$ cat src/rtl/gobou_net_reader_pkg.sv
// Shared types and sizing for the gobou network-weight read path.
// DWIDTH / NETSIZE defaults mirror the gobou system configuration.
package gobou_net_reader_pkg;

  // Default weight word width and RAM address width.
  localparam int GOBOU_DWIDTH  = 16;
  localparam int GOBOU_NETSIZE = 14;

  // Elastic buffer geometry: depth, pointer width and occupancy width (0..4).
  localparam int FIFO_DEPTH = 4;
  localparam int PTR_W      = 2;
  localparam int OCC_W      = 3;

  // Reader sequencing states.
  typedef enum logic [1:0] {
    ST_IDLE  = 2'd0,
    ST_RUN   = 2'd1,
    ST_FLUSH = 2'd2
  } state_t;

endpackage

$ cat src/rtl/gobou_net_reader_fifo.sv
// Four-entry elastic buffer holding {last tag, weight word}.
// Head entry is presented combinationally from the read pointer; push and
// pop in the same cycle leave occupancy unchanged.
module gobou_net_reader_fifo
  import gobou_net_reader_pkg::*;
#(
  parameter int WIDTH = GOBOU_DWIDTH + 1
) (
  input  logic             clk,
  input  logic             rst,
  input  logic             push,
  input  logic [WIDTH-1:0] push_data,
  input  logic             pop,
  output logic [OCC_W-1:0] occupancy,
  output logic [WIDTH-1:0] head
);

  logic [WIDTH-1:0] entries [FIFO_DEPTH];
  logic [PTR_W-1:0] wr_ptr;
  logic [PTR_W-1:0] rd_ptr;
  logic             do_push;
  logic             do_pop;

  // Never pop an empty buffer; never overwrite a full one unless it drains this cycle.
  assign do_pop  = pop && (occupancy != '0);
  assign do_push = push && ((occupancy != OCC_W'(FIFO_DEPTH)) || do_pop);

  assign head = entries[rd_ptr];

  // Storage, pointers and occupancy; reset empties the buffer and zeroes the head.
  always_ff @(posedge clk) begin
    if (rst) begin
      wr_ptr    <= '0;
      rd_ptr    <= '0;
      occupancy <= '0;
      for (int i = 0; i < FIFO_DEPTH; i++) begin
        entries[i] <= '0;
      end
    end else begin
      if (do_push) begin
        entries[wr_ptr] <= push_data;
        wr_ptr          <= wr_ptr + PTR_W'(1);
      end
      if (do_pop) begin
        rd_ptr <= rd_ptr + PTR_W'(1);
      end
      case ({do_push, do_pop})
        2'b10:   occupancy <= occupancy + OCC_W'(1);
        2'b01:   occupancy <= occupancy - OCC_W'(1);
        default: occupancy <= occupancy;
      endcase
    end
  end

endmodule

$ cat src/rtl/gobou_net_reader.sv
// Read-side sequencer for the gobou network-weight RAM.
// Issues word addresses from a register, captures read_data one cycle later
// into a 4-entry buffer, and streams words out over valid/ready with a last
// tag on the final word of each segment.
// Optional build macro GOBOU_NET_READER_STAT_EN adds a saturating 32-bit
// stall_cycles counter (cycles with out_valid=1 and out_ready=0).
module gobou_net_reader
  import gobou_net_reader_pkg::*;
#(
  parameter int DWIDTH  = GOBOU_DWIDTH,
  parameter int NETSIZE = GOBOU_NETSIZE
) (
  input  logic                     clk,
  input  logic                     rst,
  input  logic                     req,
  input  logic [NETSIZE-1:0]       base_addr,
  input  logic [NETSIZE:0]         count,
  output logic                     busy,
  output logic                     done,
  output logic [NETSIZE-1:0]       mem_addr,
  input  logic signed [DWIDTH-1:0] read_data,
  output logic                     out_valid,
  input  logic                     out_ready,
  output logic signed [DWIDTH-1:0] out_data,
  output logic                     out_last
`ifdef GOBOU_NET_READER_STAT_EN
  ,
  output logic [31:0]              stall_cycles
`endif
);

  localparam logic [NETSIZE:0] CNT_ONE = (NETSIZE + 1)'(1);

  state_t             state;
  logic [NETSIZE-1:0] next_addr;
  logic [NETSIZE:0]   issue_left;
  logic [NETSIZE:0]   recv_left;
  logic               inflight;

  logic [OCC_W-1:0]   occupancy;
  logic [OCC_W-1:0]   pending;
  logic [DWIDTH:0]    head;
  logic               head_last;
  logic               push_last;
  logic               accept;
  logic               issue;
  logic               pop;

  assign accept = (state == ST_IDLE) && req;

  // Issue decision uses only registered occupancy/inflight, so out_ready never
  // reaches mem_addr combinationally. Counting the in-flight read reserves its slot.
  assign pending = occupancy + OCC_W'(inflight);
  assign issue   = (state == ST_RUN) && (issue_left != '0) && (pending < OCC_W'(FIFO_DEPTH));

  assign push_last = (recv_left == CNT_ONE);
  assign out_valid = (occupancy != '0);
  assign pop       = out_valid && out_ready;
  assign head_last = head[DWIDTH];
  assign out_data  = $signed(head[DWIDTH-1:0]);
  assign out_last  = head_last;

  gobou_net_reader_fifo #(
    .WIDTH(DWIDTH + 1)
  ) u_fifo (
    .clk      (clk),
    .rst      (rst),
    .push     (inflight),
    .push_data({push_last, read_data}),
    .pop      (pop),
    .occupancy(occupancy),
    .head     (head)
  );

  // Segment sequencer: address issue, receive tagging, busy/done handshake.
  always_ff @(posedge clk) begin
    if (rst) begin
      state      <= ST_IDLE;
      busy       <= 1'b0;
      done       <= 1'b0;
      mem_addr   <= '0;
      next_addr  <= '0;
      issue_left <= '0;
      recv_left  <= '0;
      inflight   <= 1'b0;
    end else begin
      done     <= 1'b0;
      inflight <= issue;

      if (issue) begin
        mem_addr   <= next_addr;
        next_addr  <= next_addr + NETSIZE'(1);
        issue_left <= issue_left - CNT_ONE;
      end

      if (inflight) begin
        recv_left <= recv_left - CNT_ONE;
      end

      case (state)
        ST_IDLE: begin
          if (accept) begin
            if (count != '0) begin
              next_addr  <= base_addr;
              issue_left <= count;
              recv_left  <= count;
              busy       <= 1'b1;
              state      <= ST_RUN;
            end else begin
              // Empty segment: acknowledge immediately without touching the RAM.
              done <= 1'b1;
            end
          end
        end

        ST_RUN: begin
          if (issue && (issue_left == CNT_ONE)) begin
            state <= ST_FLUSH;
          end
        end

        ST_FLUSH: begin
          // Segment ends when the last-tagged word is accepted downstream.
          if (pop && head_last) begin
            state <= ST_IDLE;
            busy  <= 1'b0;
            done  <= 1'b1;
          end
        end

        default: begin
          state <= ST_IDLE;
        end
      endcase
    end
  end

`ifdef GOBOU_NET_READER_STAT_EN
  // Downstream back-pressure counter; restarts per segment and saturates.
  always_ff @(posedge clk) begin
    if (rst || accept) begin
      stall_cycles <= '0;
    end else if (out_valid && !out_ready && (stall_cycles != '1)) begin
      stall_cycles <= stall_cycles + 32'd1;
    end
  end
`endif

endmodule

$ cat config.mk
export PLATFORM = sky130hd
export DESIGN_NAME = gobou_net_reader
export DESIGN_NICKNAME = d
export VERILOG_FILES = /design/src/rtl/gobou_net_reader_pkg.sv /design/src/rtl/gobou_net_reader_fifo.sv /design/src/rtl/gobou_net_reader.sv
export SDC_FILE = /design/constraint.sdc
export NUM_CORES = 1
export LEC_CHECK = 0
export BUFFER_PORTS_ARGS = -buffer_cell sky130_fd_sc_hd__buf_4
export CAP_MARGIN = 15
export CORE_MARGIN = 1
export CORE_UTILIZATION = 61
export CTS_BUF_LIST = sky130_fd_sc_hd__clkbuf_8
export CTS_CLUSTER_DIAMETER = 150
export CTS_CLUSTER_SIZE = 25
export DETAILED_ROUTE_END_ITERATION = 6
export PLACE_DENSITY_LB_ADDON = 0.15
export SLEW_MARGIN = 20
export SYNTH_ARGS = -nofsm -noshare
export SYNTH_HDL_FRONTEND = slang
export SYNTH_SLANG_ARGS = --single-unit
$ cat constraint.sdc
create_clock -name clk -period 4.1 [get_ports clk]
set_input_delay 0.41 -clock clk [delete_from_list [all_inputs] [get_ports clk]]
set_output_delay 0.41 -clock clk [all_outputs]
set_load 0.03 [all_outputs]
-- Yosys cells after proc, flatten, opt, wreduce, memory -nomap -nowiden
Memory sizes are Yosys's and may differ from the RTL's. A register that Yosys moved wholly into a read port is not among the register bits.
Index checks and enable logic that the tools add are counted.
- add/sub/neg operators: 8
- mux-type cells: 36
- $lt $le $gt $ge: 1
- eq/ne operators: 11
- reductions and logical operators: 18
- operators by type and width (kind ; count):
    $mux 15 ; 8
    $mux 14 ; 4
    $eq 15x1->1 const B ; 2
    $reduce_bool 15->1 ; 2
    $sub 15x1->15 const B ; 2
    $mux 17 ; 1
    $reduce_or 17->1 ; 1
    $add 14x1->14 const B ; 1
    $mux 2 ; 7
    $mux 1 ; 12
    $logic_and 1x1->1 ; 8
    $reduce_and 4->1 ; 2
    $pmux 2 s3 ; 1
    $pmux 3 s2 ; 1
    $add 2x1->2 const B ; 2
    $eq 2x1->1 const B ; 2
    $eq 2x2->1 const B ; 2
    $ne 2x1->1 const B ; 2
    $ne 2x2->1 const B ; 2
    $pmux 1 s2 ; 2
    $reduce_bool 2->1 ; 2
    $add 3x1->3 ; 1
    $add 3x1->3 const B ; 1
    $lt 3x3->1 const B ; 1
    5 further kinds ; 5
- word-level logic and storage cells: 86
- flip-flop bits (word level): 70
- output and inout bits: 34
- bits in writable memories: 68
- bits of input ports: 49
- memories: 1
- memories (memory ; words ; width ; read ports ; clocked after Yosys merged registers in ; wr ports ; RTL line ; text):
    u_fifo.entries ; 4 ; 17 ; 1 ; 1 ; 4 ; gobou_net_reader_fifo.sv:18 ; logic [WIDTH-1:0] entries [FIFO_DEPTH];

-- Depth between registers and ports, before layout
Gate-level depths: netlist of run 1.
- depth after elaboration: 10
- mapped depth: 9
- gate-level depth less buffers: 8

-- Hierarchy
Synthesis of run 1 repeated with hierarchy kept, for this count alone.
- cell total of the unflattened synthesis: 589
- area total of the unflattened synthesis: 6563.8 µm²
- modules (own cells, without submodules) (module ; times used ; cells each ; area an instance (µm²) ; seq. area each (µm²)):
    gobou_net_reader_fifo ; 1 ; 217 ; 3428.3 ; 2222.1
    gobou_net_reader ; 1 ; 372 ; 3135.5 ; 1261.2

-- Worst setup path after synthesis of run 1
OpenSTA, ideal clock, no wires.
- path kind: flip-flop to flip-flop
- start point: register u_fifo.occupancy[0]
- end point: memory u_fifo.entries[0][0] (netlist bit) (enable)
- stages on the path, launching flop included: 6
- path buffers: 1
- setup slack: 2.110 ns
- required time: 3.807 ns
- clock period less this slack: 1.990 ns
- data arrival time: 1.697 ns
- library setup time: 0.293 ns
- cell sequence: dfxtp_1 buf_2 o41a_1 nand2b_1 nor3_1 or2_2
- RTL lines (what ; RTL line ; text):
    start, declared ; gobou_net_reader_fifo.sv:14 ; output logic [OCC_W-1:0] occupancy,
    start signal, assigned ; gobou_net_reader_fifo.sv:48 ; 2'b10: occupancy <= occupancy + OCC_W'(1);
    start signal, assigned ; gobou_net_reader_fifo.sv:49 ; 2'b01: occupancy <= occupancy - OCC_W'(1);
    start signal, assigned ; gobou_net_reader_fifo.sv:50 ; default: occupancy <= occupancy;
    end, declared ; gobou_net_reader_fifo.sv:18 ;

-- Worst setup path after layout of run 1
- start point: register issue_left[0]
- end point: register next_addr[1]
- longest elaborated chain between the ends: 7
- RTL lines (what ; RTL line ; text):
    start, declared ; gobou_net_reader.sv:36 ; logic [NETSIZE:0] issue_left;
    start signal, assigned ; gobou_net_reader.sv:93 ; issue_left <= issue_left - CNT_ONE;
    start signal, assigned ; gobou_net_reader.sv:105 ; issue_left <= count;
    $reduce_bool 15->1 (*) ; gobou_net_reader.sv:54 ; assign issue = (state == ST_RUN) && (issue_left != '0) && (pending < OCC_W'(FIFO_DEPTH));
    $logic_and 1x1->1 (*) (2 in series) ; gobou_net_reader.sv:54 ;
    $mux 14 (*) ; gobou_net_reader.sv:90 ; if (issue) begin
    $mux 14 ; gobou_net_reader.sv:103 ; if (count != '0) begin
    $mux 14 ; gobou_net_reader.sv:102 ; if (accept) begin
    $mux 14 (*) ; gobou_net_reader.sv:100 ; case (state)
    end signal, assigned ; gobou_net_reader.sv:92 ; next_addr <= next_addr + NETSIZE'(1);
    end signal, assigned ; gobou_net_reader.sv:104 ; next_addr <= base_addr;
    end, declared ; gobou_net_reader.sv:35 ; logic [NETSIZE-1:0] next_addr;
Every way passes the cells marked *; elsewhere a longest branch is shown, timed or not.
A chain may end at the register's enable or synchronous reset.

==> flow_metrics.tcl, run 1 <==
set metrics [dict create \
    rsz0062_at_grt "no" \
    dr.pass1.iters 4 \
    antenna_found_initial 0 \
    nets 713 \
    ctsResizeCount 0 \
    postCtsHoldBufs 0 \
    slew_headroom_pct 30.6 \
    cp-start-kind "flip-flop" \
    maxCapViolCount 0 \
    yosysUniqueCellTypes 53 \
    clock-root-buffer "clkbuf_8" \
    synth_largest_area_cell "edfxtp_1" \
    synth_top_area_share_pct 31.7 \
    row_count 37 \
    cts_setup_buffers 0 \
    cts_tree "built" \
    use_met3_pct 5.86 \
    drive_gt1_share_pct 22.7 \
    cp_common_cell "nand2_1" \
    yosys.area_share.xor_xnor_pct 5.44 \
    detail_route.wl_per_cell_um 17.1 \
    avgSynthCellArea_um2 11.0 \
    drtAntennaViolNets 0 \
    clock_latency_ns 0.44 \
    critPathSlowestCell "nand2_1" \
    placed_cells 774 \
    p_leak_uw 0.00283 \
    via_count 4675 \
    worst_setup_path_end_kind "flip-flop" \
    p_per_area_nw_per_um2 505 \
    finalSetupViolations 0 \
    hp-class "in -> reg" \
    fin_crit_sh_pct 68.2 \
    ff_latch_area_um2 3480 \
    gp_congestion 0.874 \
    met1_usage_pct 31.3 \
    synth-edff-count 68 \
    drc 0 \
    fmax_mhz 357 \
    netlist_area_um2 6440 \
    multiInputGateArea_um2 2780 \
    worstPathRequired_ns 4.44 \
    numCtsBuffers 17 \
    dieArea_um2 11000 \
    layout_common_cells "buf_4 (88), dfxtp_1 (72), and2_1 (69)" \
    synth.net_count 639 \
    wl_um 13800 \
    stdcell_count 806 \
    fin_setup_tns_ns 0 \
    numClockSinks 140 \
    postLayoutCellArea_um2 7570 \
    n_antenna_cell 0 \
    ys.flop_type "dfxtp_1" \
    mostFrequentLayoutCell "buf_4" \
    grt_pass1_vias 4676 \
    synth_compound_area_share_pct 9.42 \
    setup_ws_ns 1.30 \
    n_fill_cell 741 \
    critical_path_class "reg -> reg" \
    hpwl_um 9100 \
    path_cells "inv_1 > ha_1 > nor3b_1 > nand4_1 > nand2_1 > nand2_1 > a311oi_1" \
    cts_max_path_buffers 2 \
    synth.mux.area_fraction_pct 6.10 \
    core_region_area_um2 10300 \
    grt_busiest_layer "met2" \
    grtUsageTotal_pct 26.6 \
    io_buffers 82 \
    ios 83 \
    crit_arrival_ns 3.14 \
    ys_ff_latch 140 \
    status "complete, no violations" \
    ir_worst_vdd_mv 0.274 \
    slew_violations 0 \
    synthTopCellsByArea "edfxtp_1 (32%), dfxtp_1 (22%), and2_1 (6.7%), mux4_2 (5.9%), a21oi_1 (3.3%)" \
    finClkSkew_ns 0.0127 \
    place_area_um2 7140 \
    drtIter0Drc 257 \
    ys_seq_area_share_pct 54.1 \
    via_per_inst 5.80 \
    postSynthCellCount 583 \
    area_delta_synth_final_pct 17.6 \
    grt_pass1_wl_um 22600 \
    gr-usage-met2_pct 47.2 \
    synthArstFlopShare_pct 0 \
    clk_pin_slew_worst_paths_ns 0.08 \
    ys.warnings.count 0 \
    grt_max_degree 66 \
    tightest_slew_ns 1.04 \
    period_minus_slack_ns 2.80 \
    synth_fa_ha_area_share_pct 1.48 \
    synthSimpleGateAreaFrac_pct 20.6 \
    synth_top_family_by_area "simple AND/OR/NAND/NOR gates" \
    htree_levels 4 \
    start_util_pct 62.6 \
    finalHoldViolCount 0 \
    overflow 0 \
    cp_max_fo 18 \
    max_stage_delay_ns 0.73 \
    die_width_um 105 \
    die_y_um 105 \
    dpl_worst_slack_ns 1.38 \
]
-- state kept, by name, summed over array words and instances, names as in the netlist, 2 cells and up, named ones only --
register / cells
u_fifo.wr_ptr: 2
recv_left: 15
next_addr: 14
u_fifo.occupancy: 3
u_fifo.entries: 68
u_fifo.rd_ptr: 2
mem_addr: 14
issue_left: 15
state: 2
-- final timing paths --
path,depth (start not counted),slack (ns),from,to
setup / recovery,7,1.30,issue_left[0]$_SDFF_PP0_,next_addr[1]$_SDFF_PP0_
hold / removal,3,0.27,base_addr[6],next_addr[6]$_SDFF_PP0_
setup reg to reg,7,1.30,issue_left[0]$_SDFF_PP0_,next_addr[1]$_SDFF_PP0_
hold reg to reg,2,0.46,mem_addr[1]$_SDFFE_PP0N_,mem_addr[1]$_SDFFE_PP0N_
-- layer usage --
layer,wire length (um),share of wire [%]
met5,0,0
met4,309,2.2
met1,5750,42
met2,6980,51
met3,711,5.2
-- critical path, delay by kind of cell (launching register included) --
kind                     cells  cell delay (ns)
AND/OR/NAND/NOR              4             1.78
flip-flops                   1             0.35
AO/OA/AOI/OAI                1             0.29
adder cells (fa/ha/maj)      1             0.18
buffers and inverters        1             0.09
-- cell usage after synthesis, types with 2 or more instances --
| cell type | number |
|---|---|
| xor2_1 | 17 |
| a21oi_1 | 43 |
| nand3_1 | 10 |
| ha_1 | 6 |
| nor2b_1 | 3 |
| o21bai_1 | 13 |
| a31oi_1 | 3 |
| nand2b_1 | 5 |
| and3_1 | 3 |
| nor3b_1 | 2 |
| xnor2_1 | 23 |
| buf_2 | 8 |
| nor2_1 | 38 |
| o41ai_1 | 2 |
| nor4_1 | 12 |
| or2_2 | 5 |
| nand4_1 | 12 |
| a311oi_1 | 7 |
| edfxtp_1 | 68 |
| o21ai_0 | 5 |
| and2_1 | 69 |
| nor4b_1 | 2 |
| dfxtp_1 | 72 |
| or3_1 | 6 |
| a211oi_1 | 11 |
| clkbuf_1 | 24 |
| and4_1 | 3 |
| or4_4 | 2 |
| nor3_1 | 12 |
| inv_1 | 12 |
| o31ai_1 | 2 |
| mux4_2 | 17 |
| o21a_1 | 2 |
| nand2_1 | 44 |
| nor3b_2 | 2 |
-- stage by stage --
| stage | util, % | hold slack, ns | power, uW |
|---|---|---|---|
| after floorplan | - | 0.429 | 2380 |
| after global placement | 69.5 | 0.447 | 2640 |
| after detailed placement | 69.5 | 0.450 | 2660 |
| after CTS | 73.7 | 0.249 | 3850 |
| after global routing | 73.7 | 0.247 | 3990 |
| final | 73.7 | 0.266 | 3830 |
-- logic make-up (layout without fill, tap and decap cells) --
kind of cell	after synthesis	in the layout
and+or+nand+nor	238	238
adders and majority gates	7	7
AOI/OAI and AO/OA	94	94
xor gates and xnor gates	40	40
DFF	140	140
muxes	18	18
buffers and inverters	46	133
-- final cells by class --
| cell class | count | share of cell area, % |
|---|---|---|
| inverter | 13 | 0.645 |
| multi-input combinational | 397 | 36.7 |
| timing repair buffer | 88 | 8.73 |
| clock inverter | 15 | 2.61 |
| clock buffer | 17 | 3.09 |
| sequential | 140 | 46.0 |
| tap | 136 | 2.25 |
-- report_power, final --
group          total (uW)  switching [uW]  internal (uW)  leakage (uW)
Sequential           1700             110           1590       0.00130
Combinational         938             530            408       0.00132
Clock                1190             530            662      0.000215
Power figures use the tool's default switching activity.
==> inputs of run 2 (changes only) <==
Settings changed: CORE_UTILIZATION 61 to 54.
Clock period 4.1 ns to 2.25 ns, I/O delays scaled along.
==> run 2 against run 1 <==
  * The run now ends with DRC left
  * Die area is 13% higher
  * Hold slack worse by 0.22 ns
  * Via count is 1.8% lower
  * Flip-flop and latch count stayed put
  * Total power is 85% higher
  * Clock skew is 0.0032 ns lower
  * Setup slack worse by 1.2 ns
  * Clock-buffer cell count stayed put
==> flow_metrics.tcl, run 2 (same netlist as run 1, synthesis figures left out) <==
set metrics [dict create \
    grt_pass1_wl_um 21700 \
    postCtsHoldBufs 0 \
    numClockSinks 140 \
    cp_max_fo 16 \
    dr.pass1.iters 7 \
    drtIter0Drc 196 \
    finalHoldViolCount 0 \
    finClkSkew_ns 0.00951 \
    p_leak_uw 0.00292 \
    start_util_pct 55.9 \
    worstPathRequired_ns 2.03 \
    overflow 0 \
    htree_levels 4 \
    period_minus_slack_ns 2.12 \
    critical_path_class "reg -> out" \
    grt_pass1_vias 4517 \
    core_region_area_um2 11500 \
    row_count 39 \
    die_y_um 111 \
    via_per_inst 5.55 \
    cts_setup_buffers 0 \
    tightest_slew_ns 0.815 \
    slew_headroom_pct 45.1 \
    area_delta_synth_final_pct 20.1 \
    placed_cells 796 \
    hpwl_um 9210 \
    crit_arrival_ns 1.89 \
    failed_checks "DRC" \
    rr_endpoint "mem_addr[3]$_SDFFE_PP0N_" \
    nets 728 \
    slew_violations 0 \
    layout_common_cells "buf_4 (101), dfxtp_1 (72), and2_1 (68), edfxtp_1 (68)" \
    drc 8 \
    die_width_um 111 \
    p_total_uw 7090 \
    mostFrequentLayoutCell "buf_4" \
    stdcell_count 828 \
    antenna_found_initial 0 \
    numCtsBuffers 17 \
    cts_max_path_buffers 2 \
    detail_route.wl_per_cell_um 16.0 \
    io_buffers 82 \
    status "finished, violations left" \
    dpl_worst_slack_ns 0.0912 \
    clock-root-buffer "clkbuf_8" \
    largest_register_ffs 68 \
    drtAntennaViolNets 0 \
    cp-start-kind "flip-flop" \
    clock_latency_ns 0.45 \
    reg2reg_slack_ns 0.16 \
    hold_slack_ns 0.0454 \
    fin_crit_sh_pct 94.2 \
    wl_um 13300 \
    finalSetupViolations 0 \
    worst_setup_path_end_kind "primary output" \
    n_antenna_cell 0 \
    hp-class "in -> reg" \
    drive_gt1_share_pct 24.5 \
    cts_tree "built" \
    reg_top3 "u_fifo.entries (68), issue_left (15), recv_left (15)" \
    r2r_cells 7 \
    ir_worst_vdd_mv 0.456 \
    grt_max_degree 53 \
    dieArea_um2 12400 \
    fmax_mhz 472 \
    ios 83 \
    via_count 4593 \
    r2r_start "issue_left[8]$_SDFF_PP0_" \
    maxCapViolCount 0 \
    worstSetupEndpoint "out_data[14]" \
    gp_congestion 0.824 \
    clk_pin_slew_worst_paths_ns 0.08 \
    p_per_area_nw_per_um2 916 \
    top_register "u_fifo.entries" \
    setup_ws_ns 0.131 \
    grtUsageTotal_pct 22.5 \
]
==> run 2: cell type report <==
cell class / instances / area [um^2]
well taps: 143 / 179
clock buffers: 17 / 234
clock inverters: 15 / 203
multi-input cells: 397 / 2790
fillers: 892 / 3780
inverters: 13 / 48.8
flip-flops and latches: 140 / 3480
repair buffers: 103 / 798
==> run 2: worst max-delay path, stage by stage, from the launching register on <==
cell and delay (ns):
dfxtp_1 0.36, buf_4 0.33, mux4_2 0.56, buf_4 0.19
==> run 2: worst min path at each step <==
stage / from / cells past startpoint / to
floorplan: count[1] / 2 / recv_left[1]$_SDFF_PP0_
global placement: mem_addr[2]$_SDFFE_PP0N_ / 2 / mem_addr[2]$_SDFFE_PP0N_
global route: rst / 2 / u_fifo.occupancy[1]$_SDFFE_PP0P_
finish: rst / 2 / u_fifo.occupancy[1]$_SDFFE_PP0P_
detailed placement: mem_addr[10]$_SDFFE_PP0N_ / 2 / mem_addr[10]$_SDFFE_PP0N_
CTS: rst / 2 / u_fifo.wr_ptr[0]$_SDFFE_PP0P_
==> run 2: power breakdown <==
group	switching, uW	total (uW)	leakage [uW]	internal, uW
sequential	184	3080	0.00130	2890
clock	929	2220	0.000211	1300
combinational	986	1790	0.00141	801
total	2100	7090	0.00292	4990
==> run 2: repair_timing <==
action,in CTS,in global routing
endpoints found under the setup margin,0,23
hold endpoints to repair,0,0
resized for setup,0,3
==> run 2: per-layer routing <==
layer  part of all wire (%)  track usage, %  vias up
met5                      0               0        -
li1                       -               -     2283
met1                     42            27.0     2187
met3                    4.4            4.70       22
met2                     52            39.5      101
met4                    1.8            8.92        0
==> run 2: metrics by stage <==
| stage | area (um^2) | TNS [ns] | util, % |
|---|---|---|---|
| after floorplan | 6440 | 0 | - |
| after global placement | 7280 | 0 | 63.3 |
| after detailed placement | 7280 | 0 | 63.3 |
| after CTS | 7720 | 0 | 67.0 |
| after global routing | 7730 | -0.00422 | 67.1 |
| final | 7730 | 0 | 67.1 |
